[config.mk]
export PLATFORM = sky130hd
export DESIGN_NAME = uart_tx
export DESIGN_NICKNAME = d
export VERILOG_FILES = /design/src/rtl/uart_tx.sv
export SDC_FILE = /design/constraint.sdc
export NUM_CORES = 1
export LEC_CHECK = 0
export CAP_MARGIN = 20
export CORE_UTILIZATION = 47
export CTS_BUF_LIST = sky130_fd_sc_hd__clkbuf_16
export CTS_CLUSTER_DIAMETER = 60
export DETAILED_ROUTE_END_ITERATION = 7
export PLACE_DENSITY = 0.77
export REMOVE_ABC_BUFFERS = 1
export SYNTH_ARGS = -nofsm -noshare
export SYNTH_HDL_FRONTEND = slang
export SYNTH_SLANG_ARGS = --single-unit
[constraint.sdc]
create_clock -name clk -period 2.2 [get_ports clk]
set_clock_uncertainty 0.05 [all_clocks]
set_input_delay 0.22 -clock clk [delete_from_list [all_inputs] [get_ports clk]]
set_output_delay 0.22 -clock clk [all_outputs]
set_load 0.005 [all_outputs]
[src/rtl/uart_tx.sv]
// UART transmit engine: pops one byte per frame from the TX FIFO and shifts it out LSB first (8N1/8N2).
// Define UART_TX_PARITY_EN to insert a parity bit after the data bits (even, or odd when PARITY_ODD=1).
module uart_tx #(
  parameter int unsigned DATA_WIDTH   = 8,
  parameter int unsigned CLKS_PER_BIT = 434,
  parameter int unsigned STOP_BITS    = 1,
  parameter int unsigned PARITY_ODD   = 0
) (
  input  logic                  clk,
  input  logic                  rst_n,
  input  logic                  enable,
  input  logic                  fifo_empty,
  input  logic [DATA_WIDTH-1:0] fifo_dout,
  output logic                  fifo_rd_en,
  output logic                  tx,
  output logic                  busy,
  output logic                  tx_done
);

  function automatic int unsigned clog2_f(input int unsigned n);
    int unsigned r;
    r = 1;
    for (int unsigned i = 1; i < 32; i++) begin
      if ((64'd1 << i) < 64'(n)) r = i + 1;
    end
    return r;
  endfunction

  localparam int unsigned CNT_W = clog2_f(CLKS_PER_BIT);
  localparam int unsigned IDX_W = clog2_f(DATA_WIDTH);
  localparam logic [CNT_W-1:0] CNT_MAX      = CNT_W'(CLKS_PER_BIT - 1);
  localparam logic [IDX_W-1:0] IDX_MAX      = IDX_W'(DATA_WIDTH - 1);
  localparam logic [IDX_W-1:0] STOP_IDX_MAX = IDX_W'(STOP_BITS - 1);

  if (CLKS_PER_BIT < 2 || (STOP_BITS != 1 && STOP_BITS != 2) || PARITY_ODD > 1) begin : g_bad_cfg
    $error("uart_tx: illegal parameter value");
  end

  typedef enum logic [2:0] {
    S_IDLE,
    S_POP,
    S_LATCH,
    S_START,
    S_DATA,
`ifdef UART_TX_PARITY_EN
    S_PARITY,
`endif
    S_STOP
  } state_e;

  state_e                state_q, state_d;
  logic [CNT_W-1:0]      cnt_q, cnt_d;
  logic [IDX_W-1:0]      idx_q, idx_d;
  logic [DATA_WIDTH-1:0] shift_q, shift_d;
  logic                  tx_q, tx_d;
  logic                  rd_en_q, rd_en_d;
  logic                  busy_q, busy_d;
  logic                  done_q, done_d;
  logic                  bit_end;
`ifdef UART_TX_PARITY_EN
  localparam logic PAR_INV = 1'(PARITY_ODD);
  logic parity_q, parity_d;
`endif

  assign bit_end = (cnt_q == CNT_MAX);

  // Next-state, baud counter and line value; idx_q doubles as the stop-bit index.
  always_comb begin
    state_d = state_q;
    cnt_d   = cnt_q;
    idx_d   = idx_q;
    shift_d = shift_q;
    tx_d    = tx_q;
    done_d  = 1'b0;
`ifdef UART_TX_PARITY_EN
    parity_d = parity_q;
`endif
    case (state_q)
      S_IDLE: begin
        tx_d = 1'b1;
        if (enable && !fifo_empty) state_d = S_POP;
      end
      S_POP: state_d = S_LATCH;
      S_LATCH: begin
        shift_d = fifo_dout;
        tx_d    = 1'b0;
        cnt_d   = '0;
        state_d = S_START;
`ifdef UART_TX_PARITY_EN
        parity_d = (^fifo_dout) ^ PAR_INV;
`endif
      end
      S_START: begin
        cnt_d = cnt_q + CNT_W'(1);
        if (bit_end) begin
          cnt_d   = '0;
          idx_d   = '0;
          tx_d    = shift_q[0];
          state_d = S_DATA;
        end
      end
      S_DATA: begin
        cnt_d = cnt_q + CNT_W'(1);
        if (bit_end) begin
          cnt_d = '0;
          if (idx_q == IDX_MAX) begin
            idx_d = '0;
`ifdef UART_TX_PARITY_EN
            tx_d    = parity_q;
            state_d = S_PARITY;
`else
            tx_d    = 1'b1;
            state_d = S_STOP;
`endif
          end else begin
            idx_d   = idx_q + IDX_W'(1);
            shift_d = shift_q >> 1;
            tx_d    = shift_d[0];
          end
        end
      end
`ifdef UART_TX_PARITY_EN
      S_PARITY: begin
        cnt_d = cnt_q + CNT_W'(1);
        if (bit_end) begin
          cnt_d   = '0;
          tx_d    = 1'b1;
          state_d = S_STOP;
        end
      end
`endif
      S_STOP: begin
        cnt_d = cnt_q + CNT_W'(1);
        tx_d  = 1'b1;
        if (bit_end) begin
          cnt_d = '0;
          if (idx_q == STOP_IDX_MAX) begin
            idx_d   = '0;
            done_d  = 1'b1;
            state_d = S_IDLE;
          end else begin
            idx_d = idx_q + IDX_W'(1);
          end
        end
      end
      default: begin
        tx_d    = 1'b1;
        state_d = S_IDLE;
      end
    endcase
    busy_d  = (state_d != S_IDLE);
    rd_en_d = (state_d == S_POP);
  end

  always_ff @(posedge clk or negedge rst_n) begin
    if (!rst_n) begin
      state_q <= S_IDLE;
      cnt_q   <= '0;
      idx_q   <= '0;
      shift_q <= '0;
      tx_q    <= 1'b1;
      rd_en_q <= 1'b0;
      busy_q  <= 1'b0;
      done_q  <= 1'b0;
`ifdef UART_TX_PARITY_EN
      parity_q <= 1'b0;
`endif
    end else begin
      state_q <= state_d;
      cnt_q   <= cnt_d;
      idx_q   <= idx_d;
      shift_q <= shift_d;
      tx_q    <= tx_d;
      rd_en_q <= rd_en_d;
      busy_q  <= busy_d;
      done_q  <= done_d;
`ifdef UART_TX_PARITY_EN
      parity_q <= parity_d;
`endif
    end
  end

  assign fifo_rd_en = rd_en_q;
  assign tx         = tx_q;
  assign busy       = busy_q;
  assign tx_done    = done_q;

endmodule

==> results of run 1 <==
-- layout by cell type (no fill, tap or decap), types with 4 or more instances in the layout --
cell / netlist / layout
nor2_1: 9 / 9
clkdlybuf4s50_1: 0 / 15
mux2_1: 7 / 7
nand4_1: 4 / 4
inv_1: 7 / 8
mux2_2: 7 / 7
nand2_1: 12 / 12
ha_1: 5 / 5
dfrtp_1: 26 / 26
nor2b_1: 5 / 5
nor3_1: 4 / 4
o21ai_0: 7 / 7
-- per-stage QoR --
stage | area (µm²) | worst slack (ps) | util, % | power [mW] | instances
after floorplan | 1579 | 404.4 | - | 0.5286 | 144
after detailed placement | 1807 | 439.5 | 57.30 | 0.5632 | 206
after global placement | 1807 | 503.8 | 57.30 | 0.5606 | 206
after global routing | 1886 | 354.0 | 59.80 | 0.9900 | 210
after CTS | 1886 | 437.4 | 59.80 | 0.9682 | 210
final | 1886 | 450.5 | 59.80 | 0.9543 | 210
-- final timing paths --
| kind | startpoint | end | slack (ps) | depth (start not counted) |
|---|---|---|---|---|
| max | idx_q[0] | shift_q[3] | 450 | 5 |
| min | rst_n | idx_q[0] | 270 | 2 |
| max reg2reg | idx_q[0] | shift_q[3] | 450 | 5 |
| min reg2reg | tx | tx | 420 | 2 |
| max in group asynchronous | rst_n | tx | 1520 | 2 |
| min in group clk | tx | tx | 420 | 2 |
-- cell families (layout without fill, tap and decap cells) --
kind of cell	Yosys count	count (layout)	share of synthesized area (%)
xor gates and xnor gates	7	7	4.730
buffers and inverters	11	29	3.799
AOI/OAI and AO/OA	25	25	11.01
muxes	16	16	11.01
and+or+nand+nor	57	57	23.64
adders and majority gates	5	5	3.876
DFF	27	27	41.94
-- sequential cells by signal, summed over array words and instances (netlist names) --
register    count
cnt_q           9
busy            1
idx_q           3
tx              1
state_q         3
fifo_rd_en      1
tx_done         1
shift_q         8
-- power by group through the flow --
stage	Sequential (mW)	Combinational (mW)	Clock, mW
floorplan	0.516	0.0130	0
global placement	0.516	0.0443	0
detailed placement	0.517	0.0463	0
CTS	0.508	0.0468	0.414
global route	0.508	0.0509	0.431
finish	0.508	0.0449	0.402
-- routing by layer --
metal	track usage (%)	up-vias	wire (µm)
li1	-	564	-
met1	23.07	574	1272
met2	33.59	15	1495
met3	2.559	5	67
met4	8.117	0	53
met5	0	-	0
-- layout make-up --
cell class              instances  area share (%)
multi-input cells             110           46.45
flip-flops and latches         27           35.90
repair buffers                 18           9.157
clock buffers                   3           3.981
well taps                      44           2.920
inverters                       7           1.393
clock inverters                 1          0.1991
-- critical path, stage by stage, from the launching register on --
cell	delay, ps
dfrtp_1	390
ha_1	170
ha_1	270
nor3_4	80
a21oi_4	310
mux2_2	370
==> metrics.md, run 1 <==
| Metric | Value |
|---|---|
| Sequential share of power | `53.2%` |
| Vias in the first global route | `1186` |
| Synthesized cell area | `0.001614 mm²` |
| Grt ovf | `0` |
| Sw Pwr | `179.2 µW` |
| Die W | `60.60 µm` |
| Largest net degree at the start of global routing | `28` |
| Worst setup SP type | `register` |
| Routed wire per std cell | `13.75 µm` |
| Required time worst endpoint | `2300 ps` |
| Final hold vios | `0` |
| Num CTS Buffers | `3` |
| Via-to-Cell Ratio | `5.514` |
| Post-CTS Hold Fix Bufs | `0` |
| Top cells by area, synth | `dfrtp_1, mux2_1, mux2_2` |
| Setup violators final | `0` |
| Syn Area/Cell | `10.91 µm²` |
| Layout net count | `184` |
| Post CTS Setup Buffer Count | `0` |
| Max-cap violations | `0` |
| Gr usage total | `18.96%` |
| Resize count post-CTS | `0` |
| Multi-input gate area | `875.8 µm²` |
| Antenna Diode Count | `0` |
| Num rows | `20` |
| Fin. max-slew vios | `0` |
| Count leader, synth | `dfrtp_1` |
| CP arrival | `1850 ps` |
| P per Cell Area | `506.1 mW/mm²` |
| # H-tree levels | `1` |
| DR iter-0 viols | `55` |
| Die Y | `60.60 µm` |
| Antenna-violating nets left | `0` |
| HPWL Detailed | `2226 µm` |
| Largest area contributor in the netlist | `dfrtp_1` |
| Part of the power in the clock network | `42.1%` |
| I/O pin total | `16` |
| CTS Root Cell | `clkbuf_16` |
| Number of synthesized register bits | `27` |
| Die area | `0.003672 mm²` |
| Detailed Routing Iterations Pass 1 | `4` |
| Synth top cells by count | `dfrtp_1, nand2_1, nor2_1` |
| Via count | `1158` |
| Worst-path fanout max | `8` |
| Slew margin rel. | `59.67%` |
| FMAX | `0.5716 GHz` |
| Antenna violations before repair | `0` |
| Internal | `775.1 µW` |
| Total wire length | `2887 µm` |
| Max Buffers Root-to-Sink | `2` |
| Max VDD drop | `275.9 µV` |
| Worst Setup End Kind | `register` |
| Share of layout cells above drive strength 1 | `16.27%` |
| Worst-Margin Slew | `605.0 ps` |
| Register area share after synthesis | `41.94%` |
| Initial Utilization | `51.19%` |
| PortBufs | `15` |
| Most used DFF post-synth | `dfrtp_1` |
| Fillers | `281` |
| GP Congestion | `0.7947` |
| Leak | `0.9348 nW` |
| Final min period | `1750 ps` |
| RSZ-0062 raised after global routing | `false` |
| DR DRC count | `0` |
| Core Footprint | `0.003153 mm²` |
| Clk sink count | `27` |
| Synth warn | `0` |
| Global-route wire length before repair | `5071 µm` |
| Comb power frac | `4.7%` |
| Status | `complete, no violations` |
| Hold Slack | `273.8 ps` |
| Cell count after synthesis | `148` |
| Post-synth cell types | `51` |
| TNS Setup | `0 ps` |
| TritonCTS clock tree | `done` |
| Area grow syn2layout | `16.82%` |
| Min-delay worst type | `input port to asynchronous set/reset pin` |
| Clk slew on worst S/H paths | `60 ps` |
| Critical path class | `register to register` |
| Post-synth top area share | `40.31%` |
| Clock latency on the worst-skew pair | `260 ps` |
| Final period util | `79.52%` |
| Async SR Flop Fraction | `100.0%` |
| Flip-flop and latch area | `676.9 µm²` |
| EDFF count, synth | `0` |
| Switch share | `18.78%` |
No activity file was read; power rests on OpenSTA's default activity.
==> run 2: changes to the inputs <==
--- a/config.mk
+++ b/config.mk
@@ -10,7 +10,7 @@
 export CTS_BUF_LIST = sky130_fd_sc_hd__clkbuf_16
 export CTS_CLUSTER_DIAMETER = 60
 export DETAILED_ROUTE_END_ITERATION = 7
-export PLACE_DENSITY = 0.77
+export PLACE_DENSITY = 0.79
 export REMOVE_ABC_BUFFERS = 1
 export SYNTH_ARGS = -nofsm -noshare
 export SYNTH_HDL_FRONTEND = slang
==> constraint.sdc (replaced) <==
create_clock -name clk -period 1.45 [get_ports clk]
set_clock_uncertainty 0.05 [all_clocks]
set_input_delay 0.145 -clock clk [delete_from_list [all_inputs] [get_ports clk]]
set_output_delay 0.145 -clock clk [all_outputs]
set_load 0.005 [all_outputs]
==> metrics.md, run 2 (same netlist as run 1, synthesis figures left out) <==
| Metric | Value |
|---|---|
| Place WS | `-221.2 ps (was 439.5 ps)` |
| P per Cell Area | `632.9 mW/mm² (was 506.1 mW/mm²)` |
| Finished Cell Area | `0.002362 mm² (was 0.001886 mm²)` |
| Leak | `1.186 nW (was 0.9348 nW)` |
| Die area | `0.003672 mm² (unchanged)` |
| Final min period | `1684 ps (was 1750 ps)` |
| Sw Pwr | `312.7 µW (was 179.2 µW)` |
| Gr usage total | `23.62% (was 18.96%)` |
| Post-CTS Hold Fix Bufs | `0 (unchanged)` |
| Min-delay worst type | `input port to asynchronous set/reset pin (unchanged)` |
| Fin. max-slew vios | `0 (unchanged)` |
| Max-cap violations | `0 (unchanged)` |
| Tot Pwr | `1.495 mW (was 954.3 µW)` |
| Slew margin rel. | `76.99% (was 59.67%)` |
| HPWL Detailed | `2614 µm (was 2226 µm)` |
| Clock latency on the worst-skew pair | `270 ps (was 260 ps)` |
| Failing checks | `negative setup slack` |
| RR Endpoint | `state_q[0] (was shift_q[3])` |
| RSZ-0062 raised after global routing | `true (was false)` |
| Clk sink count | `27 (unchanged)` |
| Routed wire per std cell | `16.85 µm (was 13.75 µm)` |
| Detailed Routing Iterations Pass 1 | `5 (was 4)` |
| Critical path class | `register to register (unchanged)` |
| Core Footprint | `0.003153 mm² (unchanged)` |
| Worst setup SP type | `register (unchanged)` |
| Worst-Margin Slew | `345.1 ps (was 605.0 ps)` |
| DR iter-0 viols | `53 (was 55)` |
| Via count | `1356 (was 1158)` |
| Internal | `1.182 mW (was 775.1 µW)` |
| Antenna-violating nets left | `0 (unchanged)` |
| Cell Area, Placed | `0.002024 mm² (was 0.001807 mm²)` |
| Fillers | `201 (was 281)` |
| Worst Setup End Kind | `register (unchanged)` |
| Final WS setup | `-233.7 ps (was 450.5 ps)` |
| Switch share | `20.92% (was 18.78%)` |
| Max Buffers Root-to-Sink | `2 (unchanged)` |
| Part of the power in the clock network | `43.6% (was 42.1%)` |
| R2R depth | `6 (was 5)` |
| Largest net degree at the start of global routing | `28 (unchanged)` |
| Sequential share of power | `51.6% (was 53.2%)` |
| Via-to-Cell Ratio | `5.468 (was 5.514)` |
| CTS Root Cell | `clkbuf_16 (unchanged)` |
| PortBufs | `15 (unchanged)` |
| TNS Setup | `-3400 ps (was 0 ps)` |
| Clk slew on worst S/H paths | `70 ps (was 60 ps)` |
| I/O pin total | `16 (unchanged)` |
| Setup violators final | `26 (was 0)` |
| Top flop regs | `cnt_q: 9 flops, shift_q: 8 flops (unchanged)` |
| DR DRC count | `0 (unchanged)` |
| TritonCTS clock tree | `done (unchanged)` |
| CP arrival | `1760 ps (was 1850 ps)` |
| Area grow syn2layout | `46.36% (was 16.82%)` |
| Die W | `60.60 µm (unchanged)` |
| Layout net count | `222 (was 184)` |
| Antenna violations before repair | `0 (unchanged)` |
| Status | `finished with violations (was complete, no violations)` |
| Antenna Diode Count | `0 (unchanged)` |
| Commonest cells after routing, fill and taps aside | `buf_4, dfrtp_1, clkdlybuf4s50_1 (was dfrtp_1, clkdlybuf4s50_1, nand2_1)` |
| # H-tree levels | `1 (unchanged)` |
| Num rows | `20 (unchanged)` |
| Required time worst endpoint | `1520 ps (was 2300 ps)` |
| FMAX | `0.5939 GHz (was 0.5716 GHz)` |
| Num CTS Buffers | `3 (unchanged)` |
| GP Congestion | `0.9152 (was 0.7947)` |
| Global-route wire length before repair | `6279 µm (was 5071 µm)` |
| Comb power frac | `4.8% (was 4.7%)` |
| Die Y | `60.60 µm (unchanged)` |
| Final period util | `116.1% (was 79.52%)` |
| Grt ovf | `0 (unchanged)` |
| Initial Utilization | `51.19% (unchanged)` |
| Most common cell after layout, fill and taps aside | `buf_4 (was dfrtp_1)` |
| Max reg flops | `9 (unchanged)` |
| Final hold vios | `0 (unchanged)` |
| Reg2reg start | `cnt_q[1] (was idx_q[0])` |
| Share of layout cells above drive strength 1 | `45.10% (was 16.27%)` |
| R2R Setup Slk | `-230 ps (was 450 ps)` |
| Worst-path fanout max | `5 (was 8)` |
| Vias in the first global route | `1389 (was 1186)` |
| Reg with most FFs | `cnt_q (unchanged)` |
| Total wire length | `4178 µm (was 2887 µm)` |
| Max VDD drop | `471.8 µV (was 275.9 µV)` |
run 2: cell types whose count changed in the layout (fill, tap and decap cells not counted), sizes merged:
cell,before,now
dlygate4sd2,0,1
buf,3,41
inv,8,7
clkinv,0,1
clkdlybuf4s50,15,14
run 2: power by group through the flow:
stage | clock network, mW | logic (mW) | registers [mW]
detailed placement | 0 | 0.0702 | 0.785
floorplan | 0 | 0.0197 | 0.782
global placement | 0 | 0.0663 | 0.783
finish | 0.652 | 0.0725 | 0.771
global route | 0.688 | 0.0808 | 0.772
CTS | 0.647 | 0.0735 | 0.770
run 2: area by class of cell:
class	count	area, µm²	share of cell area [%]
Tap cell	44	55.05	2.331
Clock buffer	3	75.07	3.178
Multi-Input combinational cell	110	1032	43.70
Sequential cell	27	680.7	28.81
Inverter	7	26.28	1.112
Timing Repair Buffer	56	488.0	20.66
Clock inverter	1	5.005	0.2119
run 2: critical path: stages (launching register included):
cell and delay [ps]:
dfrtp_1 400, inv_2 90, ha_4 140, nand4bb_4 190, o21ai_1 300, a21boi_1 200
o221ai_1 160
run 2: worst max-delay path by stage:
stage	cells after the start	from	slack (ps)	end
finish	6	cnt_q[1]	-230	state_q[0]
global placement	4	state_q[1]	-150	shift_q[5]
global route	6	cnt_q[1]	-330	state_q[0]
floorplan	4	state_q[1]	-350	shift_q[0]
detailed placement	6	cnt_q[1]	-220	idx_q[1]
CTS	7	cnt_q[1]	-140	shift_q[3]
run 2: timing repair:
action,CTS,global route
setup endpoints to repair,26,25
buffers inserted,5,7
endpoints found under the hold margin,0,0
pin swaps,9,7
gates resized for setup,25,23
run 2: per-stage QoR:
stage | util, % | std cells | hold WS (ps)
2_1_floorplan | - | 144 | -200.6
3_3_place_gp | 64.21 | 235 | 409.2
3_5_place_dp | 64.21 | 235 | 432.0
4_1_cts | 71.15 | 243 | 214.4
5_1_grt | 74.92 | 248 | 243.7
6_report | 74.92 | 248 | 193.1
run 2: metal layers:
metal,part of all wire [%],global-route usage (%),up-vias,wire [µm]
met4,1.2,9.740,0,51
met5,0,0,-,0
li1,-,-,647,-
met1,41,27.84,662,1726
met3,3.1,3.198,5,129
met2,54,43.01,42,2271
